### src/rtl/axi4_pkg.sv
// =============================================================================
// Module      : axi4_pkg
// Description : Shared AXI4 field widths, encodings and slice FSM types.
// Revision    : 1.0 - initial release
// =============================================================================
`default_nettype none

package axi4_pkg;

    localparam int LEN_W    = 8;
    localparam int SIZE_W   = 3;
    localparam int BURST_W  = 2;
    localparam int CACHE_W  = 4;
    localparam int PROT_W   = 3;
    localparam int REGION_W = 4;
    localparam int RESP_W   = 2;

    typedef enum logic [BURST_W-1:0] {
        BURST_FIXED = 2'd0,
        BURST_INCR  = 2'd1,
        BURST_WRAP  = 2'd2,
        BURST_RSVD  = 2'd3
    } burst_e;

    typedef enum logic [RESP_W-1:0] {
        RESP_OKAY   = 2'd0,
        RESP_EXOKAY = 2'd1,
        RESP_SLVERR = 2'd2,
        RESP_DECERR = 2'd3
    } resp_e;

    typedef enum logic [SIZE_W-1:0] {
        SIZE_1B   = 3'd0,
        SIZE_2B   = 3'd1,
        SIZE_4B   = 3'd2,
        SIZE_8B   = 3'd3,
        SIZE_16B  = 3'd4,
        SIZE_32B  = 3'd5,
        SIZE_64B  = 3'd6,
        SIZE_128B = 3'd7
    } size_e;

    typedef enum logic [0:0] {
        BYPASS = 1'b0,
        SLICE  = 1'b1
    } slice_mode_e;

    typedef enum logic [1:0] {
        EMPTY = 2'd0,
        ONE   = 2'd1,
        FULL  = 2'd2
    } slice_state_e;

endpackage

`default_nettype wire

### src/rtl/axi_skid_slice.sv
// =============================================================================
// Module      : axi_skid_slice
// Description : One valid/ready channel stage: combinational bypass or a
//               two-entry registered skid slice (main + skid register).
// Revision    : 1.0 - initial release
// =============================================================================
`default_nettype none

module axi_skid_slice
    import axi4_pkg::*;
#(
    parameter int WIDTH = 8,
    parameter int MODE  = 1
) (
    input  logic             clk_i,
    input  logic             rst_i,
    input  logic [WIDTH-1:0] src_data_i,
    input  logic             src_valid_i,
    output logic             src_ready_o,
    output logic [WIDTH-1:0] dst_data_o,
    output logic             dst_valid_o,
    input  logic             dst_ready_i
);

    generate
        if (MODE == int'(BYPASS)) begin : g_bypass
            logic w_unused_bypass;

            assign dst_data_o      = src_data_i;
            assign dst_valid_o     = src_valid_i;
            assign src_ready_o     = dst_ready_i;
            assign w_unused_bypass = ^{clk_i, rst_i};
        end else begin : g_slice
            slice_state_e     state_q;
            logic [WIDTH-1:0] main_q;
            logic [WIDTH-1:0] skid_q;
            logic             valid_q;
            logic             ready_q;
            logic             w_in;
            logic             w_out;

            // ready_q is preset during reset so READY rises on the first free cycle
            assign src_ready_o = ready_q & ~rst_i;
            assign dst_valid_o = valid_q;
            assign dst_data_o  = main_q;
            assign w_in        = src_valid_i & src_ready_o;
            assign w_out       = valid_q & dst_ready_i;

            always_ff @(posedge clk_i) begin
                if (rst_i) begin
                    state_q <= EMPTY;
                    valid_q <= 1'b0;
                    ready_q <= 1'b1;
                end else begin
                    unique case (state_q)
                        EMPTY: begin
                            if (w_in) begin
                                main_q  <= src_data_i;
                                state_q <= ONE;
                                valid_q <= 1'b1;
                            end
                        end
                        ONE: begin
                            if (w_in && w_out) begin
                                main_q <= src_data_i;
                            end else if (w_in) begin
                                skid_q  <= src_data_i;
                                state_q <= FULL;
                                ready_q <= 1'b0;
                            end else if (w_out) begin
                                state_q <= EMPTY;
                                valid_q <= 1'b0;
                            end
                        end
                        FULL: begin
                            if (w_out) begin
                                main_q  <= skid_q;
                                state_q <= ONE;
                                ready_q <= 1'b1;
                            end
                        end
                        default: begin
                            state_q <= EMPTY;
                            valid_q <= 1'b0;
                            ready_q <= 1'b1;
                        end
                    endcase
                end
            end
        end
    endgenerate

endmodule

`default_nettype wire

### src/rtl/axi4_reg_slice.sv
// =============================================================================
// Module      : axi4_reg_slice
// Description : AXI4 1:1 pipeline stage, per-channel bypass or skid slice.
//               Optional AxREGION decode: AXI4_REG_SLICE_REGION_DECODE_EN.
// Revision    : 1.0 - initial release
// =============================================================================
`default_nettype none

module axi4_reg_slice
    import axi4_pkg::*;
#(
    parameter int ID_WIDTH   = 2,
    parameter int ADDR_WIDTH = 32,
    parameter int DATA_WIDTH = 128,
    parameter int AW_MODE    = 1,
    parameter int W_MODE     = 1,
    parameter int B_MODE     = 1,
    parameter int AR_MODE    = 1,
    parameter int R_MODE     = 1,
    parameter int REGION_LSB = 28
) (
    input  logic                    clock,
    input  logic                    reset,
    // upstream (slave) side
    input  logic [ID_WIDTH-1:0]     s_axi_AWID,
    input  logic [ADDR_WIDTH-1:0]   s_axi_AWADDR,
    input  logic [LEN_W-1:0]        s_axi_AWLEN,
    input  logic [SIZE_W-1:0]       s_axi_AWSIZE,
    input  logic [BURST_W-1:0]      s_axi_AWBURST,
    input  logic                    s_axi_AWLOCK,
    input  logic [CACHE_W-1:0]      s_axi_AWCACHE,
    input  logic [PROT_W-1:0]       s_axi_AWPROT,
    input  logic                    s_axi_AWVALID,
    output logic                    s_axi_AWREADY,
    input  logic [DATA_WIDTH-1:0]   s_axi_WDATA,
    input  logic [DATA_WIDTH/8-1:0] s_axi_WSTRB,
    input  logic                    s_axi_WLAST,
    input  logic                    s_axi_WVALID,
    output logic                    s_axi_WREADY,
    output logic [ID_WIDTH-1:0]     s_axi_BID,
    output logic [RESP_W-1:0]       s_axi_BRESP,
    output logic                    s_axi_BVALID,
    input  logic                    s_axi_BREADY,
    input  logic [ID_WIDTH-1:0]     s_axi_ARID,
    input  logic [ADDR_WIDTH-1:0]   s_axi_ARADDR,
    input  logic [LEN_W-1:0]        s_axi_ARLEN,
    input  logic [SIZE_W-1:0]       s_axi_ARSIZE,
    input  logic [BURST_W-1:0]      s_axi_ARBURST,
    input  logic                    s_axi_ARLOCK,
    input  logic [CACHE_W-1:0]      s_axi_ARCACHE,
    input  logic [PROT_W-1:0]       s_axi_ARPROT,
    input  logic                    s_axi_ARVALID,
    output logic                    s_axi_ARREADY,
    output logic [ID_WIDTH-1:0]     s_axi_RID,
    output logic [DATA_WIDTH-1:0]   s_axi_RDATA,
    output logic [RESP_W-1:0]       s_axi_RRESP,
    output logic                    s_axi_RLAST,
    output logic                    s_axi_RVALID,
    input  logic                    s_axi_RREADY,
    // downstream (master) side
    output logic [ID_WIDTH-1:0]     m_axi_AWID,
    output logic [ADDR_WIDTH-1:0]   m_axi_AWADDR,
    output logic [LEN_W-1:0]        m_axi_AWLEN,
    output logic [SIZE_W-1:0]       m_axi_AWSIZE,
    output logic [BURST_W-1:0]      m_axi_AWBURST,
    output logic                    m_axi_AWLOCK,
    output logic [CACHE_W-1:0]      m_axi_AWCACHE,
    output logic [PROT_W-1:0]       m_axi_AWPROT,
    output logic [REGION_W-1:0]     m_axi_AWREGION,
    output logic                    m_axi_AWVALID,
    input  logic                    m_axi_AWREADY,
    output logic [DATA_WIDTH-1:0]   m_axi_WDATA,
    output logic [DATA_WIDTH/8-1:0] m_axi_WSTRB,
    output logic                    m_axi_WLAST,
    output logic                    m_axi_WVALID,
    input  logic                    m_axi_WREADY,
    input  logic [ID_WIDTH-1:0]     m_axi_BID,
    input  logic [RESP_W-1:0]       m_axi_BRESP,
    input  logic                    m_axi_BVALID,
    output logic                    m_axi_BREADY,
    output logic [ID_WIDTH-1:0]     m_axi_ARID,
    output logic [ADDR_WIDTH-1:0]   m_axi_ARADDR,
    output logic [LEN_W-1:0]        m_axi_ARLEN,
    output logic [SIZE_W-1:0]       m_axi_ARSIZE,
    output logic [BURST_W-1:0]      m_axi_ARBURST,
    output logic                    m_axi_ARLOCK,
    output logic [CACHE_W-1:0]      m_axi_ARCACHE,
    output logic [PROT_W-1:0]       m_axi_ARPROT,
    output logic [REGION_W-1:0]     m_axi_ARREGION,
    output logic                    m_axi_ARVALID,
    input  logic                    m_axi_ARREADY,
    input  logic [ID_WIDTH-1:0]     m_axi_RID,
    input  logic [DATA_WIDTH-1:0]   m_axi_RDATA,
    input  logic [RESP_W-1:0]       m_axi_RRESP,
    input  logic                    m_axi_RLAST,
    input  logic                    m_axi_RVALID,
    output logic                    m_axi_RREADY
);

    localparam int STRB_W = DATA_WIDTH / 8;
    localparam int AX_W   = ID_WIDTH + ADDR_WIDTH + LEN_W + SIZE_W + BURST_W + 1 + CACHE_W + PROT_W;
    localparam int W_W    = DATA_WIDTH + STRB_W + 1;
    localparam int B_W    = ID_WIDTH + RESP_W;
    localparam int R_W    = ID_WIDTH + DATA_WIDTH + RESP_W + 1;
`ifdef AXI4_REG_SLICE_REGION_DECODE_EN
    localparam int AX_PW  = AX_W + REGION_W;
`else
    localparam int AX_PW  = AX_W;
    localparam int REGION_LSB_UNUSED = REGION_LSB;
`endif

    logic [AX_W-1:0]  w_aw_base;
    logic [AX_W-1:0]  w_ar_base;
    logic [AX_PW-1:0] w_aw_src;
    logic [AX_PW-1:0] w_aw_dst;
    logic [AX_PW-1:0] w_ar_src;
    logic [AX_PW-1:0] w_ar_dst;
    logic [W_W-1:0]   w_w_src;
    logic [W_W-1:0]   w_w_dst;
    logic [B_W-1:0]   w_b_src;
    logic [B_W-1:0]   w_b_dst;
    logic [R_W-1:0]   w_r_src;
    logic [R_W-1:0]   w_r_dst;

    assign w_aw_base = {s_axi_AWID, s_axi_AWADDR, s_axi_AWLEN, s_axi_AWSIZE,
                        s_axi_AWBURST, s_axi_AWLOCK, s_axi_AWCACHE, s_axi_AWPROT};
    assign w_ar_base = {s_axi_ARID, s_axi_ARADDR, s_axi_ARLEN, s_axi_ARSIZE,
                        s_axi_ARBURST, s_axi_ARLOCK, s_axi_ARCACHE, s_axi_ARPROT};

    assign {m_axi_AWID, m_axi_AWADDR, m_axi_AWLEN, m_axi_AWSIZE,
            m_axi_AWBURST, m_axi_AWLOCK, m_axi_AWCACHE, m_axi_AWPROT} = w_aw_dst[AX_W-1:0];
    assign {m_axi_ARID, m_axi_ARADDR, m_axi_ARLEN, m_axi_ARSIZE,
            m_axi_ARBURST, m_axi_ARLOCK, m_axi_ARCACHE, m_axi_ARPROT} = w_ar_dst[AX_W-1:0];

`ifdef AXI4_REG_SLICE_REGION_DECODE_EN
    // Region rides in the top bits of the packed beat so it stays aligned with its address
    assign w_aw_src       = {s_axi_AWADDR[REGION_LSB +: REGION_W], w_aw_base};
    assign w_ar_src       = {s_axi_ARADDR[REGION_LSB +: REGION_W], w_ar_base};
    assign m_axi_AWREGION = w_aw_dst[AX_PW-1 -: REGION_W];
    assign m_axi_ARREGION = w_ar_dst[AX_PW-1 -: REGION_W];
`else
    assign w_aw_src       = w_aw_base;
    assign w_ar_src       = w_ar_base;
    assign m_axi_AWREGION = '0;
    assign m_axi_ARREGION = '0;
`endif

    assign w_w_src = {s_axi_WDATA, s_axi_WSTRB, s_axi_WLAST};
    assign {m_axi_WDATA, m_axi_WSTRB, m_axi_WLAST} = w_w_dst;

    assign w_b_src = {m_axi_BID, m_axi_BRESP};
    assign {s_axi_BID, s_axi_BRESP} = w_b_dst;

    assign w_r_src = {m_axi_RID, m_axi_RDATA, m_axi_RRESP, m_axi_RLAST};
    assign {s_axi_RID, s_axi_RDATA, s_axi_RRESP, s_axi_RLAST} = w_r_dst;

    axi_skid_slice #(.WIDTH(AX_PW), .MODE(AW_MODE)) u_aw_slice (
        .clk_i       (clock),
        .rst_i       (reset),
        .src_data_i  (w_aw_src),
        .src_valid_i (s_axi_AWVALID),
        .src_ready_o (s_axi_AWREADY),
        .dst_data_o  (w_aw_dst),
        .dst_valid_o (m_axi_AWVALID),
        .dst_ready_i (m_axi_AWREADY)
    );

    axi_skid_slice #(.WIDTH(W_W), .MODE(W_MODE)) u_w_slice (
        .clk_i       (clock),
        .rst_i       (reset),
        .src_data_i  (w_w_src),
        .src_valid_i (s_axi_WVALID),
        .src_ready_o (s_axi_WREADY),
        .dst_data_o  (w_w_dst),
        .dst_valid_o (m_axi_WVALID),
        .dst_ready_i (m_axi_WREADY)
    );

    axi_skid_slice #(.WIDTH(B_W), .MODE(B_MODE)) u_b_slice (
        .clk_i       (clock),
        .rst_i       (reset),
        .src_data_i  (w_b_src),
        .src_valid_i (m_axi_BVALID),
        .src_ready_o (m_axi_BREADY),
        .dst_data_o  (w_b_dst),
        .dst_valid_o (s_axi_BVALID),
        .dst_ready_i (s_axi_BREADY)
    );

    axi_skid_slice #(.WIDTH(AX_PW), .MODE(AR_MODE)) u_ar_slice (
        .clk_i       (clock),
        .rst_i       (reset),
        .src_data_i  (w_ar_src),
        .src_valid_i (s_axi_ARVALID),
        .src_ready_o (s_axi_ARREADY),
        .dst_data_o  (w_ar_dst),
        .dst_valid_o (m_axi_ARVALID),
        .dst_ready_i (m_axi_ARREADY)
    );

    axi_skid_slice #(.WIDTH(R_W), .MODE(R_MODE)) u_r_slice (
        .clk_i       (clock),
        .rst_i       (reset),
        .src_data_i  (w_r_src),
        .src_valid_i (m_axi_RVALID),
        .src_ready_o (m_axi_RREADY),
        .dst_data_o  (w_r_dst),
        .dst_valid_o (s_axi_RVALID),
        .dst_ready_i (s_axi_RREADY)
    );

endmodule

`default_nettype wire

### config.mk
export PLATFORM = sky130hd
export DESIGN_NAME = axi4_reg_slice
export DESIGN_NICKNAME = d
export VERILOG_FILES = /design/src/rtl/axi4_pkg.sv /design/src/rtl/axi_skid_slice.sv /design/src/rtl/axi4_reg_slice.sv
export SDC_FILE = /design/constraint.sdc
export NUM_CORES = 1
export LEC_CHECK = 0
export CAP_MARGIN = 20
export CORE_AREA = 2 2 315 317
export DETAILED_ROUTE_END_ITERATION = 8
export DIE_AREA = 0 0 317 319
export GPL_TIMING_DRIVEN = 0
export PLACE_DENSITY = 0.61
export SLEW_MARGIN = 20
export SYNTH_ARGS = -nofsm -noshare
export SYNTH_HDL_FRONTEND = slang
export SYNTH_SLANG_ARGS = --single-unit
### constraint.sdc
create_clock -name clock -period 17.15 [get_ports clock]
set_input_delay 3.43 -clock clock [delete_from_list [all_inputs] [get_ports clock]]
set_output_delay 3.43 -clock clock [all_outputs]
set_load 0.05 [all_outputs]
Yosys cells after proc, flatten, opt, wreduce, memory -nomap -nowiden --
Index checks and enable logic that the tools add are counted.
Cells by class: equality and inequality tests 50, bitwise gates (word level) 31, reductions and logical operators 40, mux-type cells 95
Operator list (count):
- $mux 145 | 3
- $pmux 145 s3 | 1
- $mux 133 | 3
- $pmux 133 s3 | 1
- $mux 55 | 6
- $pmux 55 s3 | 2
- $reduce_and 4->1 | 15
- $mux 2 | 25
- $ne 2x1->1 const B | 25
- $reduce_and 5->1 | 10
- $mux 1 | 35
- $pmux 1 s3 | 10
- $pmux 2 s3 | 5
- $ne 2x2->1 const B | 10
- $not 1->1 | 16
- $and 1x1->1 | 15
- $ne 3x1->1 const B | 5
- $reduce_bool 3->1 | 5
- $mux 4 | 3
- $pmux 4 s3 | 1
- $eq 2x1->1 const B | 5
- $eq 2x2->1 const B | 5
- $logic_not 2->1 | 5
- $logic_and 1x1->1 | 5
Storage, ports and cells: output and inout bits 410, register bits after elaboration 804

Depth between registers and ports, before layout --
word-level depth 6, depth in mapped cells 7, mapped depth without buffers 3

Modules after synthesis --
Synthesis repeated with hierarchy kept, for this count alone.
Unflattened totals: cell total of the unflattened synthesis 1392, area, all modules 30829.6 um2
Modules (own cells, without submodules):
- axi_skid_slice at u_w_slice | times used 1, seq. area each 8788.4 um2, cells an instance 484, area an instance 11373.4 um2
- axi_skid_slice at u_r_slice | times used 1, seq. area each 8067.7 um2, cells an instance 447, area an instance 10099.7 um2
- axi_skid_slice at u_ar_slice ... | times used 2, seq. area each 3383.2 um2, cells an instance 204, area an instance 4366.7 um2
- axi_skid_slice at u_b_slice | times used 1, seq. area each 320.3 um2, cells an instance 44, area an instance 559.3 um2
- axi4_reg_slice | times used 1, seq. area each 0.0 um2, cells an instance 9, area an instance 63.8 um2

Worst setup path before layout --
Ideal clock, no wire load.
path kind in2reg, start input port reset, end register u_w_slice.g_slice.skid_q[0], enable pin, setup time 1.006 ns, arrival 17.413 ns, data required time 16.144 ns, stages 2, slack -1.269 ns, path through clkbuf_1 nor4_1
On the way: cells in the longest elaborated chain, start to end 6
Ends and longest elaborated chain:
- start, declared | RTL line axi4_reg_slice.sv:23 | input logic reset,
- $not 1->1 (no line) (*)
- $and 1x1->1 | RTL line axi_skid_slice.sv:43 | assign src_ready_o = ready_q & ~rst_i;
- $and 1x1->1 | RTL line axi_skid_slice.sv:46 | assign w_in = src_valid_i & src_ready_o;
- $logic_and 1x1->1 | RTL line axi_skid_slice.sv:64 | if (w_in && w_out) begin
- $not 1->1 (no line)
- $reduce_and 4->1 (no line) (*)
- end signal, assigned | RTL line axi_skid_slice.sv:67 | skid_q <= src_data_i;
- end, declared | RTL line axi_skid_slice.sv:36 | logic [WIDTH-1:0] skid_q;
Every way passes the cells marked *; elsewhere a longest branch is shown, timed or not. A chain may end at the register's enable or synchronous reset.

Worst setup path in the final report --
start input port reset, end output port m_axi_BREADY
On the way: cells in the longest elaborated chain, start to end 2
Ends and longest elaborated chain:
- $not 1->1 (no line)
- $and 1x1->1 | RTL line axi_skid_slice.sv:43
- end, declared | RTL line axi4_reg_slice.sv:80 | output logic m_axi_BREADY,
Every way passes these cells.

==> summary.log <==
[synthesis] leading area contributor after synthesis sky130_fd_sc_hd__edfxtp_1
[sta] final hold viol count 0
[sta] Worst slew margin 37.70%
[pwr] sum of internal, switching and leakage power 5.021 mW
[routing] routed via count divided by cell count 4.473
[grt] wire length of the first global-routing pass 118500 um
[grt] via count of the first global-routing pass 17970
[routing] First-pass DRT Iterations 5
[cells_and_area] share of final-layout standard cells stronger than drive strength 1 27.30%
[sta] slew at the pin closest to its max-slew limit 0.9345 ns
[cells_and_area] most common cell after layout, fill and taps aside sky130_fd_sc_hd__clkdlybuf4s50_1
[cells_and_area] final design instance area without fill 43460 um^2
[clock_tree] hold buffers post-CTS 0
[pwr] Static Leak 14.60 nW
[cells_and_area] # nets final 2752
[sta] Fin Setup TNS 0 ns
[job] Max-cap violations 0
[cells_and_area] post-layout util 44.48%
[placed_design] total cell area at the placement stage 40630 um^2
[sta] Final Critical Period 8.509 ns
[floorplan] horizontal die dimension 317 um
[synthesis] dominant cells by area after synthesis sky130_fd_sc_hd__edfxtp_1 (79%), sky130_fd_sc_hd__mux2_2 (13%), sky130_fd_sc_hd__mux2_4 (3.0%)
[floorplan] FP Rows 115
[cells_and_area] Filler cells 8415
[synthesis] Mapped Cells 1380
[synthesis] total number of yosys warnings 0
[routing] drc violations 0
[placed_design] number of I/O port buffers 804
[routing] post-detailed-routing wire length 82300 um
[sta] Fin Hold WS 0.5377 ns
[worst_hold_path] Worst Hold Class flip-flop to flip-flop
[setup_path] beginning of the worst register-to-register path u_r_slice.g_slice.state_q[0]
[synthesis] Seq/Total Area, Yosys 80.03%
[placed_design] dpl ws 8.568 ns
[setup_path] CP endpoint kind output pin
[cells_and_area] Storage cell area 23940 um^2
[setup_path] worst setup path startpoint reset
[floorplan] Initial Util 30.62%
[cells_and_area] P&R area growth vs syn 45.25%
[synthesis] #FFs+latches synth 804
[clock_tree] clock sink count 804
[sta] setup repair after global routing missed its margin no
[floorplan] Die Height 319 um
[clock_tree] maximum number of buffers from clock root to sink 3
[setup_path] crit-path leading delay family buffers and inverters
[setup_path] maximum fanout encountered on the critical timing path 10
[synthesis] unique cell type count in the Yosys netlist 36
[cells_and_area] Layout Cells excl Fill 3712
[sta] final worst clock skew 0.01787 ns
[cells_and_area] commonest cells after routing, fill and taps aside sky130_fd_sc_hd__clkdlybuf4s50_1 (804), sky130_fd_sc_hd__edfxtp_1 (784), sky130_fd_sc_hd__mux2_2 (333), sky130_fd_sc_hd__clkbuf_16 (88), sky130_fd_sc_hd__mux2_4 (59)
[worst_hold_path] beginning of the worst hold path u_r_slice.g_slice.skid_q[24]
[pwr] pwr/cell area 115.5 nW/um^2
[sta] number of pins with negative max-slew slack in the final report 0
[clock_tree] H-Tree Depth 3
[setup_path] Req. time, crit path 13.72 ns
[clock_tree] CTS root buf sky130_fd_sc_hd__clkbuf_16
[clock_tree] number of buffers inserted to repair setup after CTS 0
[sta] final number of setup-violating endpoints 0
[grt] pin count of the biggest net entering global routing 25
[sta] final period utilization 49.62%
[clock_tree] TritonCTS Buffers 88
[clock_tree] Skew-Pair Late Insertion Delay 0.66 ns
[routing] violation count after the first detailed-routing iteration 1019
[synthesis] post-synth design cell area 29920 um^2
[pwr] IR drop worst, VDD 84.37 uV
[grt] antenna violations before repair 12
[placed_design] placed cell count 3545
[routing] count of nets left with antenna violations after detail routing 0
[routing] per-cell routed wire length 22.17 um
[sta] final worst slack 8.641 ns
[clock_tree] clock transition time at the flip-flop clock pins of the worst setup and hold paths 0.06 ns
[setup_path] Crit Path Category input pin to output pin
[setup_path] number of buffers and inverters on the critical path 2
[setup_path] R2R Setup Slk 14.26 ns
[clock_tree] clock tree from TritonCTS done
[setup_path] endpoint arrival time on the critical path 5.08 ns
[routing] via count 16600
[outcome] status finished, final reports clean
[placed_design] routability-driven placement congestion ratio 0.8358
[synthesis] synthesized area per cell 21.68 um^2
[setup_path] Worst path slowest cell sky130_fd_sc_hd__clkdlybuf4s50_1
[synthesis] area fraction of the dominant cell type after synthesis 78.69%
[sta] maximum operating frequency 117.5 MHz
[clock_tree] count of instances resized after the clock tree is built 0
[floorplan] Placeable Area 97700 um^2
[grt] global router's overall resource usage 15.85%
[grt] remaining global-route overflow 0
[cells_and_area] area of combinational cells with multiple inputs 5537 um^2
[placed_design] HPWL after DPL 63080 um
[setup_path] maximum single-stage delay on the critical path 0.79 ns
[setup_path] sort of element at the start of the critical path input pin
[floorplan] Top-Level Pins 814
[setup_path] worst path cell trace clkbuf_1, nor2b_1, clkdlybuf4s50_1
[floorplan] die area 101100 um^2
==> worst paths after layout <==
kind	to	cells past startpoint
setup / recovery	m_axi_BREADY	3
setup reg to reg	u_r_slice.g_slice.skid_q[56]	7
hold / removal	u_r_slice.dst_data_o[24]	1
hold reg to reg	u_r_slice.dst_data_o[24]	1
==> worst register-to-register path, delay by kind of cell, from the launching register on <==
kind	cells	cell delay (ns)
flops	1	0.50
compound gates	1	0.30
simple gates	1	0.63
buf+inv	5	1.16
==> final cells by class <==
class                      count  share of cell area, %
antenna                        7                0.04031
clock inverter                51                  1.152
timing repair buffer         871                  20.68
tap                         1287                  3.705
buffer                        63                  1.229
inverter                       5                0.04319
sequential                   804                  55.09
clock buffer                 109                  5.318
multi-input combinational    515                  12.74
==> power by group <==
group / switching [mW] / internal, mW
Clock: 0.799 / 1.04
Sequential: 0.0373 / 2.31
Combinational: 0.487 / 0.348
Total: 1.32 / 3.70
==> sequential cells by signal, indices dropped and copies added (netlist names), 2 cells and up <==
register	cells
u_w_slice.dst_data_o	145
u_b_slice.g_slice.state_q	2
u_w_slice.g_slice.skid_q	145
u_r_slice.g_slice.skid_q	133
u_ar_slice.g_slice.state_q	2
u_r_slice.dst_data_o	133
u_aw_slice.dst_data_o	55
u_ar_slice.g_slice.skid_q	55
u_b_slice.g_slice.skid_q	4
u_w_slice.g_slice.state_q	2
u_aw_slice.g_slice.state_q	2
u_ar_slice.dst_data_o	55
u_r_slice.g_slice.state_q	2
u_aw_slice.g_slice.skid_q	55
u_b_slice.dst_data_o	4
==> synth_stat cells (all sizes together) <==
| master | n |
|---|---|
| edfxtp | 784 |
| mux2 | 392 |
| buf | 56 |
| dfxtp | 20 |
| a21oi | 17 |
| nand2 | 10 |
| a211oi | 8 |
| nor2 | 8 |
| nor2b | 8 |
| a211o | 7 |
| clkbuf | 7 |
| o21bai | 7 |
| a21bo | 5 |
| and3b | 5 |
| inv | 5 |
| nand3b | 5 |
| nand4b | 5 |
| nor3b | 5 |
| nor4 | 5 |
| a2111oi | 3 |
| a21boi | 3 |
| a21o | 3 |
| a31oi | 3 |
| a22o | 2 |
| and2b | 2 |
| nor3 | 2 |
| o21ai | 2 |
| conb | 1 |
==> cell families (layout without fill, tap and decap cells) <==
logic type,count (synthesis),after routing,synth area share (%)
mux,392,392,15.49
other cells,1,15,0.01253
compound gates,60,60,1.460
simple gates,55,55,1.158
flops,804,804,80.03
buf+inv,68,1099,1.848
==> routing by layer <==
layer  GRT usage, %  part of all wire, %  up-vias
li1               -                    -     7480
met4          5.472                  2.8        4
met3          5.105                  7.7      132
met5              0                0.028        -
met2          27.80                   52      577
met1          17.97                   38     8409
Note: power is estimated with default switching activity, not from simulation.
